<file path="config.mk">
export PLATFORM = sky130hd
export DESIGN_NAME = hazard_ctrl
export DESIGN_NICKNAME = d
export VERILOG_FILES = /design/src/rtl/hazard_ctrl.sv
export SDC_FILE = /design/constraint.sdc
export NUM_CORES = 1
export LEC_CHECK = 0
export ABC_AREA = 1
export CORE_UTILIZATION = 57
export CTS_CLUSTER_DIAMETER = 50
export DETAILED_ROUTE_END_ITERATION = 8
export PLACE_DENSITY = 0.86
export SYNTH_ARGS = -nofsm -noshare
export SYNTH_HDL_FRONTEND = slang
export SYNTH_SLANG_ARGS = --single-unit
</file>
<file path="constraint.sdc">
create_clock -name i_clk -period 3.7 [get_ports i_clk]
set_clock_uncertainty 0.1 [all_clocks]
set_input_delay 0.37 -clock i_clk [delete_from_list [all_inputs] [get_ports i_clk]]
set_output_delay 0.37 -clock i_clk [all_outputs]
set_load 0.01 [all_outputs]
</file>
<file path="src/rtl/hazard_ctrl.sv">
// Pipeline hazard controller: load-use stalls, taken-branch flushes, operand forwarding.
// Define HAZARD_FWD_EN for forwarding; otherwise every in-flight dependence stalls.
module hazard_ctrl #(
    parameter int unsigned CNT_W = 32
) (
    input  logic             i_clk,
    input  logic             i_rst_n,
    input  logic             i_id_valid,
    input  logic [4:0]       i_id_rs1,
    input  logic [4:0]       i_id_rs2,
    input  logic             i_id_rs1_used,
    input  logic             i_id_rs2_used,
    input  logic [4:0]       i_id_rd,
    input  logic             i_id_rd_wren,
    input  logic             i_id_mem_rden,
    input  logic             i_ex_br_taken,
    output logic             o_pc_en,
    output logic             o_if_id_en,
    output logic             o_if_id_flush,
    output logic             o_id_ex_flush,
    output logic [1:0]       o_forward_A,
    output logic [1:0]       o_forward_B,
    output logic [CNT_W-1:0] o_stall_cnt,
    output logic [CNT_W-1:0] o_flush_cnt
);

`ifdef HAZARD_FWD_EN
    localparam bit FwdEn = 1'b1;
`else
    localparam bit FwdEn = 1'b0;
`endif

    typedef enum logic [0:0] {StRun, StStall} state_e;

    state_e           state_q;
    logic             ex_valid_q, ex_wren_q, ex_load_q;
    logic [4:0]       ex_rd_q;
    logic             mem_valid_q, mem_wren_q;
    logic [4:0]       mem_rd_q;
    logic [CNT_W-1:0] stall_cnt_q, flush_cnt_q;

    logic ex_m1, ex_m2, mem_m1, mem_m2;
    logic hazard, stall;

    function automatic logic src_match(input logic v, input logic wren, input logic [4:0] rd,
                                       input logic [4:0] src, input logic used,
                                       input logic id_valid);
        return v && wren && (rd != 5'd0) && (rd == src) && used && id_valid;
    endfunction

    always_comb begin
        ex_m1  = src_match(ex_valid_q, ex_wren_q, ex_rd_q, i_id_rs1, i_id_rs1_used, i_id_valid);
        ex_m2  = src_match(ex_valid_q, ex_wren_q, ex_rd_q, i_id_rs2, i_id_rs2_used, i_id_valid);
        mem_m1 = src_match(mem_valid_q, mem_wren_q, mem_rd_q, i_id_rs1, i_id_rs1_used,
                           i_id_valid);
        mem_m2 = src_match(mem_valid_q, mem_wren_q, mem_rd_q, i_id_rs2, i_id_rs2_used,
                           i_id_valid);
        // Without forwarding any producer still in EX or MEM blocks the consumer.
        hazard = ((ex_m1 || ex_m2) && (ex_load_q || !FwdEn)) || ((mem_m1 || mem_m2) && !FwdEn);
        // A taken branch makes the stalled instruction wrong-path, so it wins.
        stall         = hazard && !i_ex_br_taken;
        o_pc_en       = !stall;
        o_if_id_en    = !stall;
        o_if_id_flush = i_ex_br_taken;
        o_id_ex_flush = i_ex_br_taken || stall;
    end

    always_ff @(posedge i_clk or negedge i_rst_n) begin
        if (!i_rst_n) begin
            state_q     <= StRun;
            ex_valid_q  <= 1'b0;
            ex_wren_q   <= 1'b0;
            ex_load_q   <= 1'b0;
            ex_rd_q     <= 5'd0;
            mem_valid_q <= 1'b0;
            mem_wren_q  <= 1'b0;
            mem_rd_q    <= 5'd0;
            stall_cnt_q <= '0;
            flush_cnt_q <= '0;
        end else begin
            case (state_q)
                StRun:   if (stall) state_q <= StStall;
                StStall: if (!stall) state_q <= StRun;
                default: state_q <= StRun;
            endcase
            mem_valid_q <= ex_valid_q;
            mem_wren_q  <= ex_wren_q;
            mem_rd_q    <= ex_rd_q;
            if (o_id_ex_flush) begin
                ex_valid_q <= 1'b0;
                ex_wren_q  <= 1'b0;
                ex_load_q  <= 1'b0;
                ex_rd_q    <= 5'd0;
            end else begin
                ex_valid_q <= i_id_valid;
                ex_wren_q  <= i_id_rd_wren;
                ex_load_q  <= i_id_mem_rden;
                ex_rd_q    <= i_id_rd;
            end
            if (stall && (stall_cnt_q != '1)) stall_cnt_q <= stall_cnt_q + CNT_W'(1);
            if (i_ex_br_taken && (flush_cnt_q != '1)) flush_cnt_q <= flush_cnt_q + CNT_W'(1);
        end
    end

    assign o_stall_cnt = stall_cnt_q;
    assign o_flush_cnt = flush_cnt_q;

`ifdef HAZARD_FWD_EN
    logic [1:0] fwd_a_d, fwd_b_d, fwd_a_q, fwd_b_q;

    // EX producer (youngest) beats MEM; a load in EX never forwards, it stalls instead.
    always_comb begin
        fwd_a_d = 2'd0;
        fwd_b_d = 2'd0;
        if (ex_m1 && !ex_load_q) fwd_a_d = 2'd2;
        else if (mem_m1)         fwd_a_d = 2'd1;
        if (ex_m2 && !ex_load_q) fwd_b_d = 2'd2;
        else if (mem_m2)         fwd_b_d = 2'd1;
    end

    always_ff @(posedge i_clk or negedge i_rst_n) begin
        if (!i_rst_n) begin
            fwd_a_q <= 2'd0;
            fwd_b_q <= 2'd0;
        end else if (o_id_ex_flush) begin
            fwd_a_q <= 2'd0;
            fwd_b_q <= 2'd0;
        end else begin
            fwd_a_q <= fwd_a_d;
            fwd_b_q <= fwd_b_d;
        end
    end

    assign o_forward_A = fwd_a_q;
    assign o_forward_B = fwd_b_q;
`else
    assign o_forward_A = 2'd0;
    assign o_forward_B = 2'd0;
`endif

endmodule

</file>
==> results_dict.tcl <==
set metrics [dict create \
    synth_edf_count 0 \
    design.die.area_mm2 0.00900 \
    grt-ovfl-total 0 \
    fin_area_mm2 0.00605 \
    dpl_cell_area_mm2 0.00584 \
    grt_usage_pct 29.8 \
    routabilityCongestion 0.940 \
    final-setup-viol-count 0 \
    synthTopCellsByArea "dfrtp_1 40%, nand2_1 19%, inv_1 6.9%" \
    cts_tree "done" \
    grt_max_degree 79 \
    cp-start-kind "input port" \
    peakVddDrop_mv 0.346 \
    required_ps 3230 \
    antenna_left 0 \
    ys.flop_type "dfrtp_1" \
    path_clk_slew_ps 80 \
    rr_startpoint "o_stall_cnt[0]" \
    multi_input_area_mm2 0.00251 \
    p_per_area_mw_per_mm2 340 \
    cp.arrival_ps 2470 \
    netSwitchingFraction_pct 29.8 \
    synth_top_area_cell "dfrtp_1" \
    vias 4835 \
    wl_per_cell_um 13.7 \
    post_route_cells_drive_above_1_share_pct 5.60 \
    die_h_um 94.8 \
    drtIter0Drc 302 \
    cts_setup_buffers 0 \
    cts.sinks 78 \
    ys_async_sr_fraction_pct 100 \
    synth_area_mm2 0.00491 \
    synth_adder_area_share_pct 0.509 \
    fmax_mhz 340 \
    post_cts_resized 0 \
    p_int_mw 1.44 \
    die_w_um 94.8 \
    tightest_slew_ps 976 \
    antenna_found_initial 0 \
    p_clk_share_pct 32.6 \
    fp-row-count 33 \
    slew_headroom_pct 34.9 \
    vias_per_cell 5.32 \
    root_buffer "clkbuf_8" \
    synthMuxAreaShare_pct 0 \
    finalHoldViolCount 0 \
    setup.worst_path.end_class "primary output" \
    cp_max_fo 7 \
    pwr-share-seq_pct 48.0 \
    port_buffers 89 \
    synth-compound-area-share_pct 2.34 \
    slew_viol_final 0 \
    switchingPower_mw 0.612 \
    hold_slack_ps 48.6 \
    yosysMostFrequentCell "nand2_1" \
    ys_top_cells_by_count "255 x nand2_1, 90 x inv_1, 90 x nor2_1" \
    core_region_area_mm2 0.00830 \
    fin_tns_setup_ps 0 \
    synth_seq_cells 78 \
    synth_top_family_by_area "simple AND/OR/NAND/NOR gates" \
    p_leak_nw 2.87 \
    htreeDepth 3 \
    dpl.hpwl_um 9320 \
    clk_latency_ps 350 \
    yosys_warnings 0 \
    syn_avg_cell_area_um2 6.93 \
    ys_types 31 \
    drcViolationCount 0 \
    synthCells 709 \
    rsz0062_at_grt "false" \
    top_level_ports 95 \
    setup.worst_path.start "i_id_rs2[2]" \
    final_nets 823 \
    diodes 0 \
    status "complete, no violations" \
    worstSetupPathType "in -> out" \
    area_growth_pct 23.2 \
    cts-buffers-inserted 9 \
    drtPass1Iterations 5 \
    hold_buffers 0 \
    maxCapViolations 0 \
    synth_xor_area_share_pct 6.93 \
    cts_buffer_depth 2 \
    min_path_type "in -> async" \
    regArea_mm2 0.00195 \
    grt_pass1_vias 4553 \
    initial_core_util_pct 59.2 \
    synth_top_area_share_pct 39.7 \
    synth-simple-area-share_pct 41.0 \
    wirelength_um 12500 \
    layout_min_cycle_time_ps 2940 \
    synth-seq-area-share_pct 39.7 \
    nFillCells 665 \
    p_comb_share_pct 19.4 \
    finalCritPeriodShare_pct 79.4 \
    grt_pass1_wl_um 20600 \
]
-- power by group through the flow --
| stage | combinational (mW) | clock, mW | sequential (mW) |
|---|---|---|---|
| global route | 0.442 | 0.723 | 0.994 |
| global placement | 0.390 | 0 | 0.999 |
| detailed placement | 0.399 | 0 | 1.00 |
| floorplan | 0.191 | 0 | 1.01 |
| finish | 0.399 | 0.671 | 0.987 |
| CTS | 0.402 | 0.679 | 0.985 |
-- metal layers --
metal	GRT usage (%)	routed length, µm
met4	13.9	431
met2	49.4	6010
met3	4.83	713
met1	38.0	5330
met5	0	0
-- placed cells by master (no fill, tap or decap) --
cell type,n
buf_4,1
conb_1,4
nand3_2,3
nor2_4,3
xnor2_1,9
inv_4,1
nand4_2,2
nor4_1,8
o21ai_1,12
nand2_2,6
bufinv_16,1
nor3_4,1
nor2_1,90
clkdlybuf4s50_1,88
o21ai_0,8
ha_1,2
nand2_4,1
inv_6,1
nand3_1,27
inv_1,90
nor3_2,1
o21bai_1,2
dfrtp_1,78
nand4_1,27
xor2_1,28
clkinvlp_4,2
clkbuf_1,1
inv_2,5
clkbuf_8,11
nand2_1,255
nor2_2,5
nor3_1,19
xor2_2,1
nand3b_1,10
-- cell type report --
class / instances / area share (%)
clock buffers: 12 / 2.56
clock inverters: 4 / 0.889
inverters: 96 / 5.99
multi-input cells: 524 / 41.5
flip-flops and latches: 78 / 32.2
well taps: 105 / 2.17
repair buffers: 89 / 14.7
-- logic make-up (layout without fill, tap and decap cells) --
logic type                 count (synthesis)  in the layout
AOI/OAI and AO/OA                         22             22
xor gates and xnor gates                  38             38
DFF                                       78             78
other                                      1              4
and+or+nand+nor                          458            458
adders and majority gates                  2              2
buffers and inverters                    110            201
-- critical path, cell delays in order --
cell	delay (ps)
clkdlybuf4s50_1	500
inv_1	60
nand2_1	70
nand2_1	50
nor2_1	140
nand3_1	80
nand2_1	70
nand2_1	50
nand2_1	180
nand2_1	100
nand2_1	210
clkdlybuf4s50_1	580
-- through the flow --
stage,util (%),setup slack (ps),std cells,total power [mW]
floorplan,-,1770,712,1.20
global placement,70.4,753,892,1.39
detailed placement,70.4,765,892,1.40
CTS,72.9,756,908,2.07
global route,72.9,544,908,2.16
finish,72.9,763,908,2.06
-- path summary, 6_finish.rpt --
kind / to / slack [ps] / depth (start not counted)
max: o_id_ex_flush / 760 / 12
min: mem_rd_q[2] / 50 / 1
max reg2reg: o_stall_cnt[9] / 1260 / 10
min reg2reg: mem_wren_q / 290 / 0
max in group asynchronous: o_flush_cnt[17] / 2800 / 1
min in group i_clk: mem_wren_q / 290 / 0
-- state kept, by name (all words and copies together) (netlist names) --
register and flops:
ex_rd_q 5, o_flush_cnt 32, mem_rd_q 5, ex_valid_q 1
mem_valid_q 1, mem_wren_q 1, o_stall_cnt 32, ex_wren_q 1
No activity file was read; power rests on OpenSTA's default activity.
